**config.mk**
```make
export PLATFORM = sky130hd
export DESIGN_NAME = csr_trap_unit_flat
export DESIGN_NICKNAME = d
export VERILOG_FILES = /design/src/rtl/csr_trap_unit_pkg.sv /design/src/rtl/csr_trap_unit_if.sv /design/src/rtl/csr_trap_unit_alu.sv /design/src/rtl/csr_trap_unit.sv /design/src/flat_wrapper.sv
export SDC_FILE = /design/constraint.sdc
export NUM_CORES = 1
export LEC_CHECK = 0
export BUFFER_PORTS_ARGS = -buffer_cell sky130_fd_sc_hd__buf_4
export CAP_MARGIN = 40
export CORE_UTILIZATION = 48
export DETAILED_ROUTE_END_ITERATION = 7
export GPL_TIMING_DRIVEN = 0
export HOLD_SLACK_MARGIN = 0.08
export PLACE_DENSITY_LB_ADDON = 0.08
export SETUP_SLACK_MARGIN = 0.02
export SYNTH_ARGS = -nofsm -noshare
export SYNTH_HDL_FRONTEND = slang
export SYNTH_SLANG_ARGS = --single-unit
```
**constraint.sdc**
```tcl
create_clock -name i_clk -period 12.3 [get_ports i_clk]
set_clock_uncertainty 0.2 [all_clocks]
set_input_delay 1.23 -clock i_clk [delete_from_list [all_inputs] [get_ports i_clk]]
set_output_delay 1.23 -clock i_clk [all_outputs]
set_load 0.005 [all_outputs]
```
**src/rtl/csr_trap_unit_pkg.sv**
```systemverilog
// Shared definitions for the machine-mode CSR file and trap sequencer:
// CSR addresses, trap cause codes, mstatus bit positions, FSM states and
// SYSTEM funct3 encodings. Counter addresses are only decoded when
// CSR_COUNTERS_EN is defined.
package csr_trap_unit_pkg;

    localparam logic [11:0] CSR_MSTATUS  = 12'h300;
    localparam logic [11:0] CSR_MTVEC    = 12'h305;
    localparam logic [11:0] CSR_MSCRATCH = 12'h340;
    localparam logic [11:0] CSR_MEPC     = 12'h341;
    localparam logic [11:0] CSR_MCAUSE   = 12'h342;
    localparam logic [11:0] CSR_MTVAL    = 12'h343;
    localparam logic [11:0] CSR_MHARTID  = 12'hF14;
    localparam logic [11:0] CSR_MCYCLE   = 12'hB00;
    localparam logic [11:0] CSR_MCYCLEH  = 12'hB80;

    // funct12 values of the privileged (funct3 == 000) instructions handled here
    localparam logic [11:0] F12_ECALL = 12'h000;
    localparam logic [11:0] F12_MRET  = 12'h302;

    localparam int unsigned CAUSE_ECALL_M = 11;
    localparam int unsigned CAUSE_ILLEGAL = 2;

    localparam int unsigned MSTATUS_MIE    = 3;
    localparam int unsigned MSTATUS_MPIE   = 7;
    localparam int unsigned MSTATUS_MPP_LO = 11;

    typedef enum logic [1:0] {
        ST_IDLE,
        ST_EXEC,
        ST_REDIR
    } state_t;

    typedef enum logic [2:0] {
        F3_PRIV   = 3'b000,
        F3_CSRRW  = 3'b001,
        F3_CSRRS  = 3'b010,
        F3_CSRRC  = 3'b011,
        F3_RSVD   = 3'b100,
        F3_CSRRWI = 3'b101,
        F3_CSRRSI = 3'b110,
        F3_CSRRCI = 3'b111
    } funct3_t;

    // Addresses with bits [11:10] == 2'b11 are read-only
    function automatic logic is_read_only(input logic [11:0] addr);
        return addr[11:10] == 2'b11;
    endfunction

endpackage

```
**src/rtl/csr_trap_unit_if.sv**
```systemverilog
// Execute-stage SYSTEM instruction interface: instruction fields in,
// stall / rd write / trap / fetch redirect out.
interface csr_trap_unit_if #(
    parameter int unsigned XLEN = 32
);
    logic            i_valid;
    logic            i_exception;
    logic [2:0]      i_funct3;
    logic [11:0]     i_funct12;
    logic [4:0]      i_rs1Idx;
    logic [XLEN-1:0] i_rs1Data;
    logic [XLEN-1:0] i_pc;
    logic            o_ready;
    logic            o_rdWrite;
    logic [XLEN-1:0] o_csrRdata;
    logic            o_illegal;
    logic            o_redirect;
    logic [XLEN-1:0] o_redirectPc;

    modport master (
        output i_valid, i_exception, i_funct3, i_funct12, i_rs1Idx, i_rs1Data, i_pc,
        input  o_ready, o_rdWrite, o_csrRdata, o_illegal, o_redirect, o_redirectPc
    );

    modport slave (
        input  i_valid, i_exception, i_funct3, i_funct12, i_rs1Idx, i_rs1Data, i_pc,
        output o_ready, o_rdWrite, o_csrRdata, o_illegal, o_redirect, o_redirectPc
    );
endinterface

```
**src/rtl/csr_trap_unit_alu.sv**
```systemverilog
// CSR read-modify-write datapath: W/S/C with register or zero-extended
// immediate source. Set/clear forms with rs1Idx == 0 do not write.
module csr_trap_unit_alu #(
    parameter int unsigned XLEN = 32
) (
    input  logic [2:0]      funct3,
    input  logic [4:0]      rs1_idx,
    input  logic [XLEN-1:0] rs1_data,
    input  logic [XLEN-1:0] old_val,
    output logic [XLEN-1:0] new_val,
    output logic            wr_en
);
    logic [XLEN-1:0] src;

    // Select operand and compute the new CSR value plus write enable
    always_comb begin
        src     = funct3[2] ? {{(XLEN-5){1'b0}}, rs1_idx} : rs1_data;
        new_val = old_val;
        wr_en   = 1'b0;
        case (funct3[1:0])
            2'b01: begin
                new_val = src;
                wr_en   = 1'b1;
            end
            2'b10: begin
                new_val = old_val | src;
                wr_en   = (rs1_idx != 5'd0);
            end
            2'b11: begin
                new_val = old_val & ~src;
                wr_en   = (rs1_idx != 5'd0);
            end
            default: begin
                new_val = old_val;
                wr_en   = 1'b0;
            end
        endcase
    end
endmodule

```
**src/rtl/csr_trap_unit.sv**
```systemverilog
// Machine-mode CSR file and trap sequencer for the SYSTEM opcode.
// IDLE accepts an instruction, EXEC performs the CSR access or trap/mret
// bookkeeping, REDIR issues a one-cycle fetch redirect.
// Optional feature: define CSR_COUNTERS_EN to add the 64-bit mcycle counter
// (0xB00, and 0xB80 high half when XLEN == 32).
module csr_trap_unit
    import csr_trap_unit_pkg::*;
#(
    parameter int unsigned     XLEN        = 32,
    parameter logic [XLEN-1:0] MTVEC_RESET = '0,
    parameter logic [XLEN-1:0] HART_ID     = '0
) (
    input logic             i_clk,
    input logic             i_rst,
    csr_trap_unit_if.slave  bus
);
    localparam logic [XLEN-1:0] ALIGN4 = {{(XLEN-2){1'b1}}, 2'b00};

    state_t          state_q, state_d;
    logic [2:0]      f3_q;
    logic [11:0]     f12_q;
    logic [4:0]      rs1_idx_q;
    logic [XLEN-1:0] rs1_data_q;
    logic [XLEN-1:0] pc_q;
    logic            mret_q;

    logic            mie_q, mpie_q;
    logic [XLEN-1:0] mtvec_q, mscratch_q, mepc_q, mcause_q, mtval_q;

    logic [XLEN-1:0] mstatus_val;
    logic [XLEN-1:0] csr_rdata;
    logic            csr_hit;
    logic [XLEN-1:0] alu_wdata;
    logic            alu_we;
    logic            do_ecall, do_mret, do_csr, do_illegal;
    logic            in_exec, csr_wr, trap_take, mret_take;
    logic            accept;

`ifdef CSR_COUNTERS_EN
    logic [63:0] mcycle_q, mcycle_d, mcycle_wide;
`endif

    assign accept  = (state_q == ST_IDLE) && bus.i_valid && bus.i_exception;
    assign in_exec = (state_q == ST_EXEC);

    // CSR read mux on the latched address; csr_hit flags implemented CSRs
    always_comb begin
        mstatus_val = '0;
        mstatus_val[MSTATUS_MPP_LO +: 2] = 2'b11;
        mstatus_val[MSTATUS_MPIE] = mpie_q;
        mstatus_val[MSTATUS_MIE]  = mie_q;
        csr_hit   = 1'b1;
        csr_rdata = '0;
        case (f12_q)
            CSR_MSTATUS:  csr_rdata = mstatus_val;
            CSR_MTVEC:    csr_rdata = mtvec_q;
            CSR_MSCRATCH: csr_rdata = mscratch_q;
            CSR_MEPC:     csr_rdata = mepc_q;
            CSR_MCAUSE:   csr_rdata = mcause_q;
            CSR_MTVAL:    csr_rdata = mtval_q;
            CSR_MHARTID:  csr_rdata = HART_ID;
`ifdef CSR_COUNTERS_EN
            CSR_MCYCLE:   csr_rdata = mcycle_q[XLEN-1:0];
            CSR_MCYCLEH: begin
                if (XLEN == 32) csr_rdata = XLEN'(mcycle_q[63:32]);
                else            csr_hit   = 1'b0;
            end
`endif
            default:      csr_hit = 1'b0;
        endcase
    end

    csr_trap_unit_alu #(.XLEN(XLEN)) u_alu (
        .funct3   (f3_q),
        .rs1_idx  (rs1_idx_q),
        .rs1_data (rs1_data_q),
        .old_val  (csr_rdata),
        .new_val  (alu_wdata),
        .wr_en    (alu_we)
    );

    // Classify the latched instruction; anything not handled is illegal
    always_comb begin
        do_ecall   = (f3_q == F3_PRIV) && (f12_q == F12_ECALL);
        do_mret    = (f3_q == F3_PRIV) && (f12_q == F12_MRET);
        do_csr     = (f3_q != F3_PRIV) && (f3_q != F3_RSVD) && csr_hit
                     && !(alu_we && is_read_only(f12_q));
        do_illegal = !(do_ecall || do_mret || do_csr);
        csr_wr     = in_exec && do_csr && alu_we;
        trap_take  = in_exec && (do_ecall || do_illegal);
        mret_take  = in_exec && do_mret;
    end

    // FSM state register
    always_ff @(posedge i_clk or posedge i_rst) begin
        if (i_rst) state_q <= ST_IDLE;
        else       state_q <= state_d;
    end

    // Next state and handshake / redirect outputs
    always_comb begin
        state_d          = state_q;
        bus.o_ready      = 1'b0;
        bus.o_rdWrite    = 1'b0;
        bus.o_csrRdata   = '0;
        bus.o_illegal    = 1'b0;
        bus.o_redirect   = 1'b0;
        bus.o_redirectPc = '0;
        case (state_q)
            ST_IDLE: begin
                bus.o_ready = 1'b1;
                if (accept) state_d = ST_EXEC;
            end
            ST_EXEC: begin
                if (do_csr) begin
                    bus.o_rdWrite  = 1'b1;
                    bus.o_csrRdata = csr_rdata;
                    state_d        = ST_IDLE;
                end else begin
                    bus.o_illegal = do_illegal;
                    state_d       = ST_REDIR;
                end
            end
            ST_REDIR: begin
                bus.o_redirect   = 1'b1;
                bus.o_redirectPc = mret_q ? mepc_q : mtvec_q;
                state_d          = ST_IDLE;
            end
            default: state_d = ST_IDLE;
        endcase
    end

    // Latch the accepted instruction; remember whether REDIR targets mepc
    always_ff @(posedge i_clk or posedge i_rst) begin
        if (i_rst) begin
            f3_q       <= '0;
            f12_q      <= '0;
            rs1_idx_q  <= '0;
            rs1_data_q <= '0;
            pc_q       <= '0;
            mret_q     <= 1'b0;
        end else begin
            if (accept) begin
                f3_q       <= bus.i_funct3;
                f12_q      <= bus.i_funct12;
                rs1_idx_q  <= bus.i_rs1Idx;
                rs1_data_q <= bus.i_rs1Data;
                pc_q       <= bus.i_pc;
            end
            if (in_exec) mret_q <= do_mret;
        end
    end

    // CSR writes and trap entry / return side effects
    always_ff @(posedge i_clk or posedge i_rst) begin
        if (i_rst) begin
            mie_q      <= 1'b0;
            mpie_q     <= 1'b0;
            mtvec_q    <= MTVEC_RESET & ALIGN4;
            mscratch_q <= '0;
            mepc_q     <= '0;
            mcause_q   <= '0;
            mtval_q    <= '0;
        end else if (csr_wr) begin
            case (f12_q)
                CSR_MSTATUS: begin
                    mie_q  <= alu_wdata[MSTATUS_MIE];
                    mpie_q <= alu_wdata[MSTATUS_MPIE];
                end
                CSR_MTVEC:    mtvec_q    <= alu_wdata & ALIGN4;
                CSR_MSCRATCH: mscratch_q <= alu_wdata;
                CSR_MEPC:     mepc_q     <= alu_wdata & ALIGN4;
                CSR_MCAUSE:   mcause_q   <= alu_wdata;
                CSR_MTVAL:    mtval_q    <= alu_wdata;
                default: ;
            endcase
        end else if (trap_take) begin
            mepc_q   <= pc_q & ALIGN4;
            mcause_q <= do_ecall ? XLEN'(CAUSE_ECALL_M) : XLEN'(CAUSE_ILLEGAL);
            mtval_q  <= '0;
            mpie_q   <= mie_q;
            mie_q    <= 1'b0;
        end else if (mret_take) begin
            mie_q  <= mpie_q;
            mpie_q <= 1'b1;
        end
    end

`ifdef CSR_COUNTERS_EN
    // Free-running cycle counter; a CSR write replaces only the written half
    always_comb begin
        mcycle_wide = 64'(alu_wdata);
        mcycle_d    = mcycle_q + 64'd1;
        if (csr_wr && (f12_q == CSR_MCYCLE)) begin
            if (XLEN == 32) mcycle_d = {mcycle_q[63:32], mcycle_wide[31:0]};
            else            mcycle_d = mcycle_wide;
        end else if (csr_wr && (f12_q == CSR_MCYCLEH)) begin
            mcycle_d = {mcycle_wide[31:0], mcycle_q[31:0]};
        end
    end

    // Cycle counter register
    always_ff @(posedge i_clk or posedge i_rst) begin
        if (i_rst) mcycle_q <= '0;
        else       mcycle_q <= mcycle_d;
    end
`endif

endmodule

```
**src/flat_wrapper.sv**
```systemverilog
// flat-port wrapper written by rule: the top's interface ports become plain ports
module csr_trap_unit_flat import csr_trap_unit_pkg::*;
#(
    parameter int unsigned     XLEN        = 32,
    parameter logic [XLEN-1:0] MTVEC_RESET = '0,
    parameter logic [XLEN-1:0] HART_ID     = '0
)
  (i_clk, i_rst, bus_i_valid, bus_i_exception, bus_i_funct3, bus_i_funct12, bus_i_rs1Idx, bus_i_rs1Data, bus_i_pc, bus_o_ready, bus_o_rdWrite, bus_o_csrRdata, bus_o_illegal, bus_o_redirect, bus_o_redirectPc);
  csr_trap_unit_if #(.XLEN(XLEN)) bus_i ();
  input logic i_clk;
  input logic i_rst;
  input wire logic [$bits(bus_i.i_valid)-1:0] bus_i_valid;
  input wire logic [$bits(bus_i.i_exception)-1:0] bus_i_exception;
  input wire logic [$bits(bus_i.i_funct3)-1:0] bus_i_funct3;
  input wire logic [$bits(bus_i.i_funct12)-1:0] bus_i_funct12;
  input wire logic [$bits(bus_i.i_rs1Idx)-1:0] bus_i_rs1Idx;
  input wire logic [$bits(bus_i.i_rs1Data)-1:0] bus_i_rs1Data;
  input wire logic [$bits(bus_i.i_pc)-1:0] bus_i_pc;
  output wire logic [$bits(bus_i.o_ready)-1:0] bus_o_ready;
  output wire logic [$bits(bus_i.o_rdWrite)-1:0] bus_o_rdWrite;
  output wire logic [$bits(bus_i.o_csrRdata)-1:0] bus_o_csrRdata;
  output wire logic [$bits(bus_i.o_illegal)-1:0] bus_o_illegal;
  output wire logic [$bits(bus_i.o_redirect)-1:0] bus_o_redirect;
  output wire logic [$bits(bus_i.o_redirectPc)-1:0] bus_o_redirectPc;
  assign bus_i.i_valid = bus_i_valid;
  assign bus_i.i_exception = bus_i_exception;
  assign bus_i.i_funct3 = bus_i_funct3;
  assign bus_i.i_funct12 = bus_i_funct12;
  assign bus_i.i_rs1Idx = bus_i_rs1Idx;
  assign bus_i.i_rs1Data = bus_i_rs1Data;
  assign bus_i.i_pc = bus_i_pc;
  assign bus_o_ready = bus_i.o_ready;
  assign bus_o_rdWrite = bus_i.o_rdWrite;
  assign bus_o_csrRdata = bus_i.o_csrRdata;
  assign bus_o_illegal = bus_i.o_illegal;
  assign bus_o_redirect = bus_i.o_redirect;
  assign bus_o_redirectPc = bus_i.o_redirectPc;
  csr_trap_unit #(.XLEN(XLEN), .MTVEC_RESET(MTVEC_RESET), .HART_ID(HART_ID)) u_core (.i_clk(i_clk), .i_rst(i_rst), .bus(bus_i));
endmodule
```
# Word level (Yosys, flattened, before mapping)
# Index checks and enable logic that the tools add are counted.
# W data, S select, Z words.
totals:
  input_bits: 88
  elab_cells: 105
  reg_bits: 247
classes:
  n_reduce_logical: 32
  bitwise: 3
  mux: 36
  eq_ne: 20
ops:
  columns: ["op", "count"]
  rows:
  - ["$mux W32", 14]
  - ["$pmux W32 S6", 1]
  - ["$pmux W32 S3", 1]
  - ["$eq A12 B10 Y1 const B", 7]
  - ["$and A32 B32 Y32", 1]
  - ["$not A32 Y32", 1]
  - ["$or A32 B32 Y32", 1]
  - ["$mux W1", 15]
  - ["$eq A12 B12 Y1 const B", 1]
  - ["$logic_and A1 B1 Y1", 12]
  - ["$logic_not A12 Y1", 1]
  - ["$reduce_and A2 Y1", 6]
  - ["$eq A2 B2 Y1 const B", 4]
  - ["$ne A2 B2 Y1 const B", 4]
  - ["$reduce_or A7 Y1", 1]
  - ["$reduce_bool A3 Y1", 2]
  - ["$reduce_bool A5 Y1", 1]
  - ["$eq A2 B1 Y1 const B", 2]
  - ["$mux W2", 2]
  - ["$mux W4", 1]
  - ["$pmux W2 S2", 1]
  - ["$logic_not A3 Y1", 1]
  - ["$logic_or A1 B1 Y1", 3]
  - ["$ne A3 B3 Y1 const B", 1]
  - ["6 further kinds", 7]

# Logic depth before layout (Yosys ltp)
logic_depth:
  word_depth: 12
  depth_mapped: 10
  mapped_depth_nobuf: 7

# Modules after synthesis
# A second synthesis with hierarchy kept.
unflattened:
  cells_unflattened: 1147
  area_unflattened_um2: 12630.9
by_module_without_submodules:
  columns: ["mod", "cells_each", "n_inst", "area_each_um2"]
  rows:
  - ["csr_trap_unit", 1001, 1, 11686.2]
  - ["csr_trap_unit_alu", 146, 1, 944.7]

# Least setup slack after synthesis
# OpenSTA, ideal clock, no wires.
synth_timing:
  path_kind: "register -> output"
  startpoint: "register u_core.f12_q[4]"
  endpoint: "output port bus_o_csrRdata[27]"
  path_buffers: 3
  stages_incl_launch_ff: 10
  arrival_time_ns: 1.983
  path_slack_ns: 8.887
  cell_sequence: "dfrtp_1 nor4_4 and3_1 buf_2 a2bb2oi_2 clkbuf_2 nor2_2 nand2_1 buf_2 a21oi_1"
synth_between:
  elab_chain_cells: 7
  elab_cells_between_ends: 14
  classes_between: "eq/ne (7); mux (4); reduce/logical (3)"
synth_lines:
  columns: ["item", "line_no", "source"]
  rows:
  - ["from (decl)", "csr_trap_unit.sv:21", "logic [11:0] f12_q;"]
  - ["from (signal assigned)", "csr_trap_unit.sv:145", "f12_q <= bus.i_funct12;"]
  - ["$eq A12 B12 Y1 / $eq A12 B10 Y1 (equally long branches)", "csr_trap_unit.sv:54", "case (f12_q)"]
  - ["$reduce_or A7 Y1 (no source line)", null, null]
  - ["$mux W1", "csr_trap_unit.sv:54", null]
  - ["$logic_and A1 B1 Y1", "csr_trap_unit.sv:86", "do_csr = (f3_q != F3_PRIV) && (f3_q != F3_RSVD) && csr_hit"]
  - ["$logic_and A1 B1 Y1", "csr_trap_unit.sv:87", "&& !(alu_we && is_read_only(f12_q));"]
  - ["$mux W32 *", "csr_trap_unit.sv:115", "if (do_csr) begin"]
  - ["$mux W32 *", "csr_trap_unit.sv:109", "case (state_q)"]
  - ["to (decl)", "flat_wrapper.sv:21", "output wire logic [$bits(bus_i.o_csrRdata)-1:0] bus_o_csrRdata;"]
# Mark *: on every way between the ends. The rest lies on a longest branch, timed or not.

# Final worst setup path
layout_timing:
  startpoint: "register u_core.f12_q[10]"
  endpoint: "output port bus_o_csrRdata[30]"
# Same word-level chain as after synthesis.

==> results.toml <==
[route]
ant_nets = 0
drt_wl_total_microns = 41200
drc = 0
drtIter0Drc = 839
drt-wirelength-per-cell_microns = 22.9
vias_per_cell = 5.97
first_pass_iters = 5
num_vias = 10700

[layout]
multiInputGateArea_sq_um = 5940
layout-drive-gt1-share_pct = 23.1
nFillCells = 2292
layout_commonest_cell = "dfrtp_1"
syn2layout_area_growth_pct = 20.9
seq_area_sq_um = 6080
n_antenna_cell = 0
layout.nets = 1534
final_cell_mix = "dfrtp_1, o21ai_0, buf_4, nand2_1, mux2i_1"

[yosys]
synth_ff_type = "dfrtp_1"
syn_inst = 1255
synth.top_cell.area_share_pct = 48.6
yosysTopAreaCell = "dfrtp_1"
ys_ff_latch = 243
avgSynthCellArea_sq_um = 9.98
ys_types = 59
synth-async-reset-ratio_pct = 100
ys_top_cells_by_area = "dfrtp_1, mux2_2, mux2i_1"
syn_area_sq_um = 12500
synth-edff-count = 0
yosys_warnings = 0
ys_seq_area_share_pct = 48.6

[clocking]
clkSinkCount = 243
cts_buffers = 28
cts_tree = "built"
ctsHoldBuffers = 0
clock_latency_ns = 0.56
postCtsSetupRepairBufs = 0
cts_root_buf = "clkbuf_16"
clockBufferDepth = 3
h-tree-depth = 1
clkTransAtPathRegs_ns = 0.06
cts_resized = 0

[global_route]
antenna_found_initial = 0
grtUsageTotal_pct = 31.3
grt_first_pass_wirelength_microns = 62600
grt_pass1_vias = 10600
overflow = 0
grt_max_degree = 111

[status]
status = "finished, final reports clean"

[setup_path]
cp.arrival_ns = 3.72
path_cells = "nor4_4 > and3_1 > buf_2 > a2bb2oi_2 > clkbuf_2 > nor2_2 > nand2_1 > buf_2 > a21oi_1 > buf_4"
startpoint_type = "register"
cpMostUsedCell = "buf_2"
crit_slowest_cell = "nor4_4"
cp.required_ns = 10.87
endpoint_kind = "output pin"
cpPeakStageDelay_ns = 0.53
path_class = "reg2out"
worst-path-max-fanout = 10

[sta]
rsz0062_at_grt = "false"
tightest_slew_ns = 0.954
setup_viol = 0
setup-tns-final_ns = 0
holdWs_ns = 0.280
fmax_mhz = 194
fin_crit_ns = 5.15
relSlewSlack_pct = 36.4
slew_violations = 0
fin_crit_sh_pct = 41.9
hold_viol = 0

[die]
rows = 58
die_w_microns = 164
dieArea_sq_um = 26700
die-height_microns = 164
io_pins = 156
start_util_pct = 49.3
coreArea_sq_um = 25400

[power]
vdd_drop_max_mv = 0.139
power_mw = 2.35
leakagePower_nw = 6.37
powerDensity_nw_per_um2 = 155

[place]
numPortBuffers = 151
gp_congestion = 0.939
dp_hpwl_microns = 28800

[hold_path]
min_path_type = "reg2reg"

[run]
maxCapViolCount = 0
==> sequential cells by signal (all words and copies together) (netlist names), 2 cells and up <==
name	flops
u_core.mcause_q	32
u_core.f3_q	3
u_core.mscratch_q	32
u_core.rs1_data_q	32
u_core.mtval_q	32
u_core.rs1_idx_q	5
u_core.f12_q	12
u_core.mtvec_q	30
u_core.pc_q	30
u_core.mepc_q	30
u_core.state_q	2
==> cell usage after synthesis (4+ instances only) <==
master / number
nor2_1: 62
xnor2_1: 28
nand3_1: 71
o21ai_0: 165
clkbuf_1: 60
mux2_2: 84
buf_4: 8
nor3b_1: 5
nand2b_1: 4
o21a_1: 4
o22ai_1: 18
a221o_1: 10
inv_1: 8
nor2b_1: 32
dfrtp_1: 243
mux2i_1: 85
o21ai_1: 27
buf_2: 28
a21oi_1: 36
buf_1: 4
nand2_1: 157
xor2_1: 4
mux2_1: 28
a32o_1: 24
and3_1: 11
==> final timing paths <==
path                                                  startpoint                               end  slack, ns  cells after the start
min in group asynchronous                                  i_rst       u_core.pc_q[10]$_DFFE_PP0P_       0.48                      2
worst max-delay path                u_core.f12_q[10]$_DFFE_PP0P_                bus_o_csrRdata[30]       7.15                     10
worst min-delay path            u_core.mscratch_q[6]$_DFFE_PP0P_  u_core.mscratch_q[6]$_DFFE_PP0P_       0.28                      2
max in group asynchronous                                  i_rst     u_core.state_q[0]$_DFFE_PP0P_      10.48                      3
worst max register to register       u_core.f12_q[5]$_DFFE_PP0P_    u_core.mtvec_q[13]$_DFFE_PP0P_       8.86                      9
worst min register to register  u_core.mscratch_q[6]$_DFFE_PP0P_  u_core.mscratch_q[6]$_DFFE_PP0P_       0.28                      2
==> per-layer routing <==
layer  routed length (microns)  part of all wire [%]  vias up  global-route usage [%]
met2                     19100                    46      403                    49.5
met1                     18300                    44     5415                    43.9
li1                          -                     -     4828                       -
met3                      2530                   6.1       82                    4.52
met4                      1240                   3.0        0                    10.6
met5                         0                     0        -                       0
==> critical path: cells and delay by family (launching register included) <==
kind | cells | cell delay [ns]
AOI/OAI and AO/OA | 2 | 0.38
DFF | 1 | 0.48
buffers and inverters | 4 | 1.07
and+or+nand+nor | 4 | 1.24
==> cell families after synthesis <==
kind of cell	count (synthesis)	share of synthesized area, %
buf+inv	112	4.07
flops	243	48.6
xor+xnor	32	2.24
compound gates	302	14.2
simple gates	367	13.8
other cells	1	0.0299
mux	198	17.0
==> where the power goes <==
part | internal (mW) | switching, mW
sequential | 0.902 | 0.0814
clock | 0.494 | 0.341
combinational | 0.227 | 0.306
==> per-stage QoR <==
stage	area, sq um	cells	worst slack [ns]	utilization, %
2_1_floorplan	12500	1256	4.20	-
3_3_place_gp	14100	1737	1.15	55.4
3_5_place_dp	14200	1746	7.76	56.0
4_1_cts	15100	1797	7.17	59.6
5_1_grt	15100	1797	6.95	59.6
6_report	15100	1797	7.15	59.6
==> cell type report <==
class	instances	area share (%)
Sequential cell	243	40.2
Multi-Input combinational cell	901	39.2
Timing Repair Buffer	160	8.37
Clock buffer	44	5.62
Buffer	104	3.17
Tap cell	330	2.73
Clock inverter	7	0.488
Inverter	8	0.248
(Power assumes the default switching activity.)
